[config.mk]
export PLATFORM = sky130hd
export DESIGN_NAME = pulse_width_meter
export DESIGN_NICKNAME = d
export VERILOG_FILES = /design/src/rtl/pulse_width_meter.sv
export SDC_FILE = /design/constraint.sdc
export NUM_CORES = 1
export LEC_CHECK = 0
export CAP_MARGIN = 15
export CORE_MARGIN = 8
export CORE_UTILIZATION = 52
export DETAILED_ROUTE_END_ITERATION = 6
export GPL_TIMING_DRIVEN = 0
export PLACE_DENSITY = 0.74
export RECOVER_POWER = 50
export SETUP_SLACK_MARGIN = 0.05
export SYNTH_ARGS = -nofsm -noshare
export SYNTH_HDL_FRONTEND = slang
export SYNTH_SLANG_ARGS = --single-unit
[constraint.sdc]
create_clock -name clk -period 1.7 [get_ports clk]
set_input_delay 0.34 -clock clk [delete_from_list [all_inputs] [get_ports clk]]
set_output_delay 0.34 -clock clk [all_outputs]
set_load 0.01 [all_outputs]
[src/rtl/pulse_width_meter.sv]
// Multi-channel pulse-width meter: counts high samples per channel, parks each finished width
// in a one-deep per-channel slot and drains the slots round-robin through a valid/ready port.
// Optional: define PULSE_WIDTH_METER_SVA_EN to compile in concurrent assertions.
module pulse_width_meter #(
  parameter  int NCH = 4,
  parameter  int CW  = 8,
  localparam int CHW = (NCH > 1) ? $clog2(NCH) : 1
) (
  input  logic           clk,
  input  logic           rst_n,
  input  logic [NCH-1:0] sig_in,
  output logic           res_valid,
  input  logic           res_ready,
  output logic [CHW-1:0] res_ch,
  output logic [CW-1:0]  res_width,
  output logic           res_sat,
  output logic [NCH-1:0] ovr,
  input  logic [NCH-1:0] ovr_clr
);

  localparam logic [CW-1:0] CNT_MAX = '1;

  logic [NCH-1:0] prev, sat, pend, pend_s;
  logic [CW-1:0]  cnt    [NCH];
  logic [CW-1:0]  pend_w [NCH];
  logic [CHW-1:0] last_grant, grant_idx;
  logic           grant_load;
  logic [NCH-1:0] grant_oh;

  // Round-robin search starting just after the last granted channel; the nearest
  // pending channel is assigned last, so it wins.
  always_comb begin : arbiter
    int idx;
    // NOTE: every variable driven here gets a default first, so no path can infer a latch.
    idx       = 0;
    grant_idx = '0;
    grant_oh  = '0;
    for (int k = NCH; k >= 1; k--) begin
      idx = int'(last_grant) + k;
      if (idx >= NCH) idx -= NCH;
      if (pend[CHW'(idx)]) grant_idx = CHW'(idx);
    end
    grant_load = (|pend) && (!res_valid || res_ready);
    if (grant_load) grant_oh[grant_idx] = 1'b1;
  end

  always_ff @(posedge clk or negedge rst_n) begin
    if (!rst_n) begin
      // NOTE: the per-channel arrays are small flop banks rather than RAM, so they are reset too.
      prev       <= '0;
      sat        <= '0;
      pend       <= '0;
      pend_s     <= '0;
      ovr        <= '0;
      for (int i = 0; i < NCH; i++) begin
        cnt[i]    <= '0;
        pend_w[i] <= '0;
      end
      last_grant <= CHW'(NCH - 1);
      res_valid  <= 1'b0;
      res_ch     <= '0;
      res_width  <= '0;
      res_sat    <= '0;
    end else begin
      // NOTE: non-blocking updates mean every read below sees the pre-edge state.
      for (int i = 0; i < NCH; i++) begin
        prev[i] <= sig_in[i];
        if (sig_in[i] && !prev[i]) begin
          cnt[i] <= CW'(1);
          sat[i] <= 1'b0;
        end else if (sig_in[i]) begin
          if (cnt[i] == CNT_MAX) sat[i] <= 1'b1;
          else                   cnt[i] <= cnt[i] + 1'b1;
        end

        // A fresh capture always lands in the slot; a same-edge grant took the old contents.
        if (!sig_in[i] && prev[i]) begin
          pend_w[i] <= cnt[i];
          pend_s[i] <= sat[i];
          pend[i]   <= 1'b1;
        end else if (grant_oh[i]) begin
          pend[i]   <= 1'b0;
        end

        if (!sig_in[i] && prev[i] && pend[i] && !grant_oh[i]) ovr[i] <= 1'b1;
        else if (ovr_clr[i])                                  ovr[i] <= 1'b0;
      end

      if (grant_load) begin
        res_valid  <= 1'b1;
        res_ch     <= grant_idx;
        res_width  <= pend_w[grant_idx];
        res_sat    <= pend_s[grant_idx];
        last_grant <= grant_idx;
      end else if (res_ready) begin
        res_valid  <= 1'b0;
      end
    end
  end

`ifdef PULSE_WIDTH_METER_SVA_EN
  // Exact (unsaturated) run length, kept only to make failure messages informative.
  int unsigned sva_run [NCH];
  always_ff @(posedge clk or negedge rst_n) begin
    if (!rst_n) begin
      for (int i = 0; i < NCH; i++) sva_run[i] <= 0;
    end else begin
      for (int i = 0; i < NCH; i++)
        if (sig_in[i]) sva_run[i] <= prev[i] ? sva_run[i] + 1 : 1;
    end
  end

  for (genvar g = 0; g < NCH; g++) begin : g_sva
    property p_width;
      int unsigned n;
      @(posedge clk) disable iff (!rst_n)
        (sig_in[g] && !prev[g], n = 1) ##1 (sig_in[g], n = n + 1)[*0:$] ##1 !sig_in[g]
        |=> ((n > int'(CNT_MAX)) ? (pend_w[g] == CNT_MAX && pend_s[g])
                                 : (pend_w[g] == CW'(n) && !pend_s[g]));
    endproperty
    a_width: assert property (p_width)
      else $error("channel %0d: pend_w=%0d sat=%0b, expected count %0d",
                  g, pend_w[g], pend_s[g], sva_run[g]);

    a_pend_grant: assert property (@(posedge clk) disable iff (!rst_n)
        $fell(pend[g]) |-> $past(grant_oh[g]))
      else $error("channel %0d: pend cleared without grant", g);
  end

  a_stable: assert property (@(posedge clk) disable iff (!rst_n)
      res_valid && !res_ready |=> $stable({res_valid, res_ch, res_width, res_sat}))
    else $error("result changed under backpressure");

  a_ch_range: assert property (@(posedge clk) disable iff (!rst_n)
      int'(res_ch) < NCH)
    else $error("res_ch %0d out of range", res_ch);
`else
  // Assertions compiled out; datapath behaviour is identical.
`endif

endmodule

==> results.toml <==
[timing]
fin_ws_ns = -0.07043
period_needed_ns = 1.770
setup_tns_ns = -0.3661
drv_slew = 0
fin_skew_ns = 0.01730
finalSetupViolCount = 10
fin_crit_sh_pct = 104.1
maxSlewHeadroom_pct = 27.95
rsz0062_at_grt = "yes"
worstMarginPinSlew_ns = 1.081
hold_viol_final = 0
fmax_mhz = 564.8

[cts]
tritoncts = "built"
clockRootBuffer = "clkbuf_8"
clk_pin_slew_ns = 0.11
cts_buffer_depth = 2
h-tree-depth = 3
cts_buffers = 9
clock_latency_ns = 0.37
clock_sinks = 98

[synthesis]
yosysMostFrequentCell = "dfrtp_1"
synth.avg_cell_area_um2 = 11.72
synth_nets = 388
synth.top_cell.area_share_pct = 54.94
syn_area_mm2 = 0.004373
ys_ff_latch = 98
synth_edf_count = 0
ys_warn_count = 0
synth_cell_types = 48
synthArstFlopShare_pct = 100.0
synth_area_leader_cell = "dfrtp_1"
synth_cells = 373
synth_ff_type = "dfrtp_1"
ys_top_cells_by_area = "dfrtp_1, mux2_2, mux2i_1"
synth_common_cells = "dfrtp_1, nand2_1, mux2_2"
ys_seq_area_share_pct = 56.14

[grt]
grt_max_degree = 58
grt_pass1_wl_mm = 15.00
grt_pass1_vias = 2982
overflow = 0
antenna_found_initial = 0
grt.total_usage_pct = 16.30

[placed_design]
dp_hpwl_mm = 6.147
place_congestion = 0.8271
portBuffers = 26

[finish]
nets = 438
drive_gt1_share_pct = 25.70
seq_area_mm2 = 0.002459
final_core_util_pct = 63.97
multi_input_area_mm2 = 0.001931
n_antenna_cell = 0
nFillCells = 639
area_delta_synth_final_pct = 19.60

[min_path]
hp-class = "in -> reg"
hold_path_depth = 1

[floorplan]
die_h_um = 107.7
ios = 27
die_area_mm2 = 0.01160
die_x_um = 107.7
initial_core_util_pct = 53.49
core_area_mm2 = 0.008175
fp-row-count = 33

[worst_setup_path]
crit_family = "flip-flops"
cp_max_fo = 10
max_stage_delay_ns = 0.59
cp_slowest_cell = "dfstp_2"
cp.depth = 5
cp-start-kind = "flip-flop"
worstPathRequired_ns = 1.93
crit_type = "reg -> reg"
arrival_ns = 2.00
ff2ff_path_depth = 5
path_cells = "mux2i_2 > o221a_4 > buf_12 > mux2i_4 > o221ai_1"
cp.buffers_inverters = 1
crit_path_end_kind = "flip-flop"

[route]
postRouteAntennaNets = 0
num_vias = 3010
drt-initial-drc-count = 158
drt-wirelength-per-cell_um = 17.21
drc = 0
wl_mm = 9.174
dr.pass1.iters = 4
viasPerCell = 5.647

[power]
ir_worst_vdd_mv = 0.8211
internal_power_uw = 4364
switchingPower_uw = 2175
p_comb_share_pct = 31.3
netSwitchingFraction_pct = 33.26
cellLeakagePower_uw = 0.002460
pwr-share-clk_pct = 22.8
p_per_area_mw_per_mm2 = 1250
seq_power_share_pct = 46.0

[job]
maxCapViolations = 0

[status]
status = "finished with violations"
violations = "negative setup slack"
## cell type report
| cell class | count | share of cell area (%) |
|---|---|---|
| well taps | 105 | 2.512 |
| clock buffers | 10 | 2.632 |
| clock inverters | 6 | 1.029 |
| inverters | 12 | 0.8612 |
| multi-input cells | 253 | 36.91 |
| repair buffers | 38 | 7.297 |
| plain buffers | 11 | 1.746 |
| flip-flops and latches | 98 | 47.01 |
## path summary, 6_finish.rpt
check,endpoint,startpoint,slack [ns]
setup / recovery,res_width[0],last_grant[1],-0.07
hold / removal,prev[0],sig_in[0],0.41
setup reg to reg,res_width[0],last_grant[1],-0.07
hold reg to reg,res_ch[1],res_ch[1],0.48
max in group asynchronous,last_grant[1],rst_n,0.14
min in group asynchronous,cnt[10],rst_n,0.71
## metal layers
| layer | track usage, % | share of wire [%] |
|---|---|---|
| met1 | 21.58 | 46 |
| met5 | 0 | 0 |
| met4 | 5.451 | 1.4 |
| met2 | 25.88 | 49 |
| met3 | 3.593 | 3.9 |
## flip-flops by register name (all words and copies together), names as in the netlist, 2 cells and up
name,cells
res_width,8
prev,4
pend,4
cnt,32
ovr,4
sat,4
last_grant,2
res_ch,2
pend_s,4
pend_w,32
## through the flow
step                      hold slack (ns)  cells  setup WS, ns  cell area, um^2  power (uW)
after global placement             0.4590    504        -3.266             4765        4815
final                              0.4077    533      -0.07043             5230        6538
after detailed placement           0.3681    505       -0.3847             4790        4881
after global routing               0.4049    533       -0.1298             5230        6870
after CTS                          0.3398    525      -0.06835             5072        6475
after floorplan                   0.04441    373       0.08711             4373        4273
## timing repair
item / CTS / global route
buffers inserted: 3 / 7
hold buffers: 1 / 0
cloned: 0 / 1
hold endpoints to repair: 41 / 0
resized for setup: 18 / 31
endpoints found under the setup margin: 30 / 54
pin swaps: 5 / 14
## power by group through the flow
stage,Clock [uW],Combinational [uW],Sequential (uW)
2_1_floorplan,0,1300,2980
3_3_place_gp,0,1800,3010
3_5_place_dp,0,1840,3040
4_1_cts,1500,1970,3000
5_1_grt,1600,2210,3060
6_report,1490,2040,3010
## kinds of logic after synthesis
group | Yosys count | synth area share (%)
and+or+nand+nor | 120 | 12.99
DFF | 98 | 56.14
muxes | 57 | 14.13
AOI/OAI and AO/OA | 53 | 9.013
buffers and inverters | 23 | 2.976
xor gates and xnor gates | 18 | 3.605
adders and majority gates | 4 | 1.145
## cells in the final DEF (no fill, tap or decap), types with 3 or more instances in the layout
| master | netlist | routed |
|---|---|---|
| o21ai_1 | 2 | 3 |
| nand4_1 | 8 | 8 |
| clkdlybuf4s50_1 | 0 | 9 |
| and2_1 | 3 | 3 |
| inv_6 | 0 | 4 |
| o221ai_1 | 10 | 10 |
| nor2_1 | 27 | 25 |
| o22ai_1 | 3 | 3 |
| mux2i_2 | 0 | 6 |
| buf_2 | 4 | 4 |
| ha_2 | 0 | 3 |
| nand2_1 | 44 | 44 |
| a31oi_1 | 5 | 5 |
| mux2i_1 | 19 | 12 |
| dlygate4sd2_1 | 0 | 6 |
| dfrtp_2 | 0 | 3 |
| dlymetal6s2s_1 | 0 | 7 |
| inv_1 | 12 | 12 |
| nor2b_1 | 3 | 3 |
| mux2_2 | 37 | 36 |
| nand3_1 | 8 | 7 |
| and3_1 | 9 | 7 |
| clkbuf_8 | 0 | 10 |
| buf_4 | 1 | 10 |
| xor2_1 | 13 | 13 |
| o21ai_0 | 12 | 11 |
| a21oi_1 | 6 | 6 |
| nand2b_1 | 7 | 6 |
| xnor2_1 | 5 | 5 |
| dfrtp_1 | 96 | 93 |
| dlygate4sd3_1 | 0 | 4 |
No activity file was read; power rests on OpenSTA's default activity.
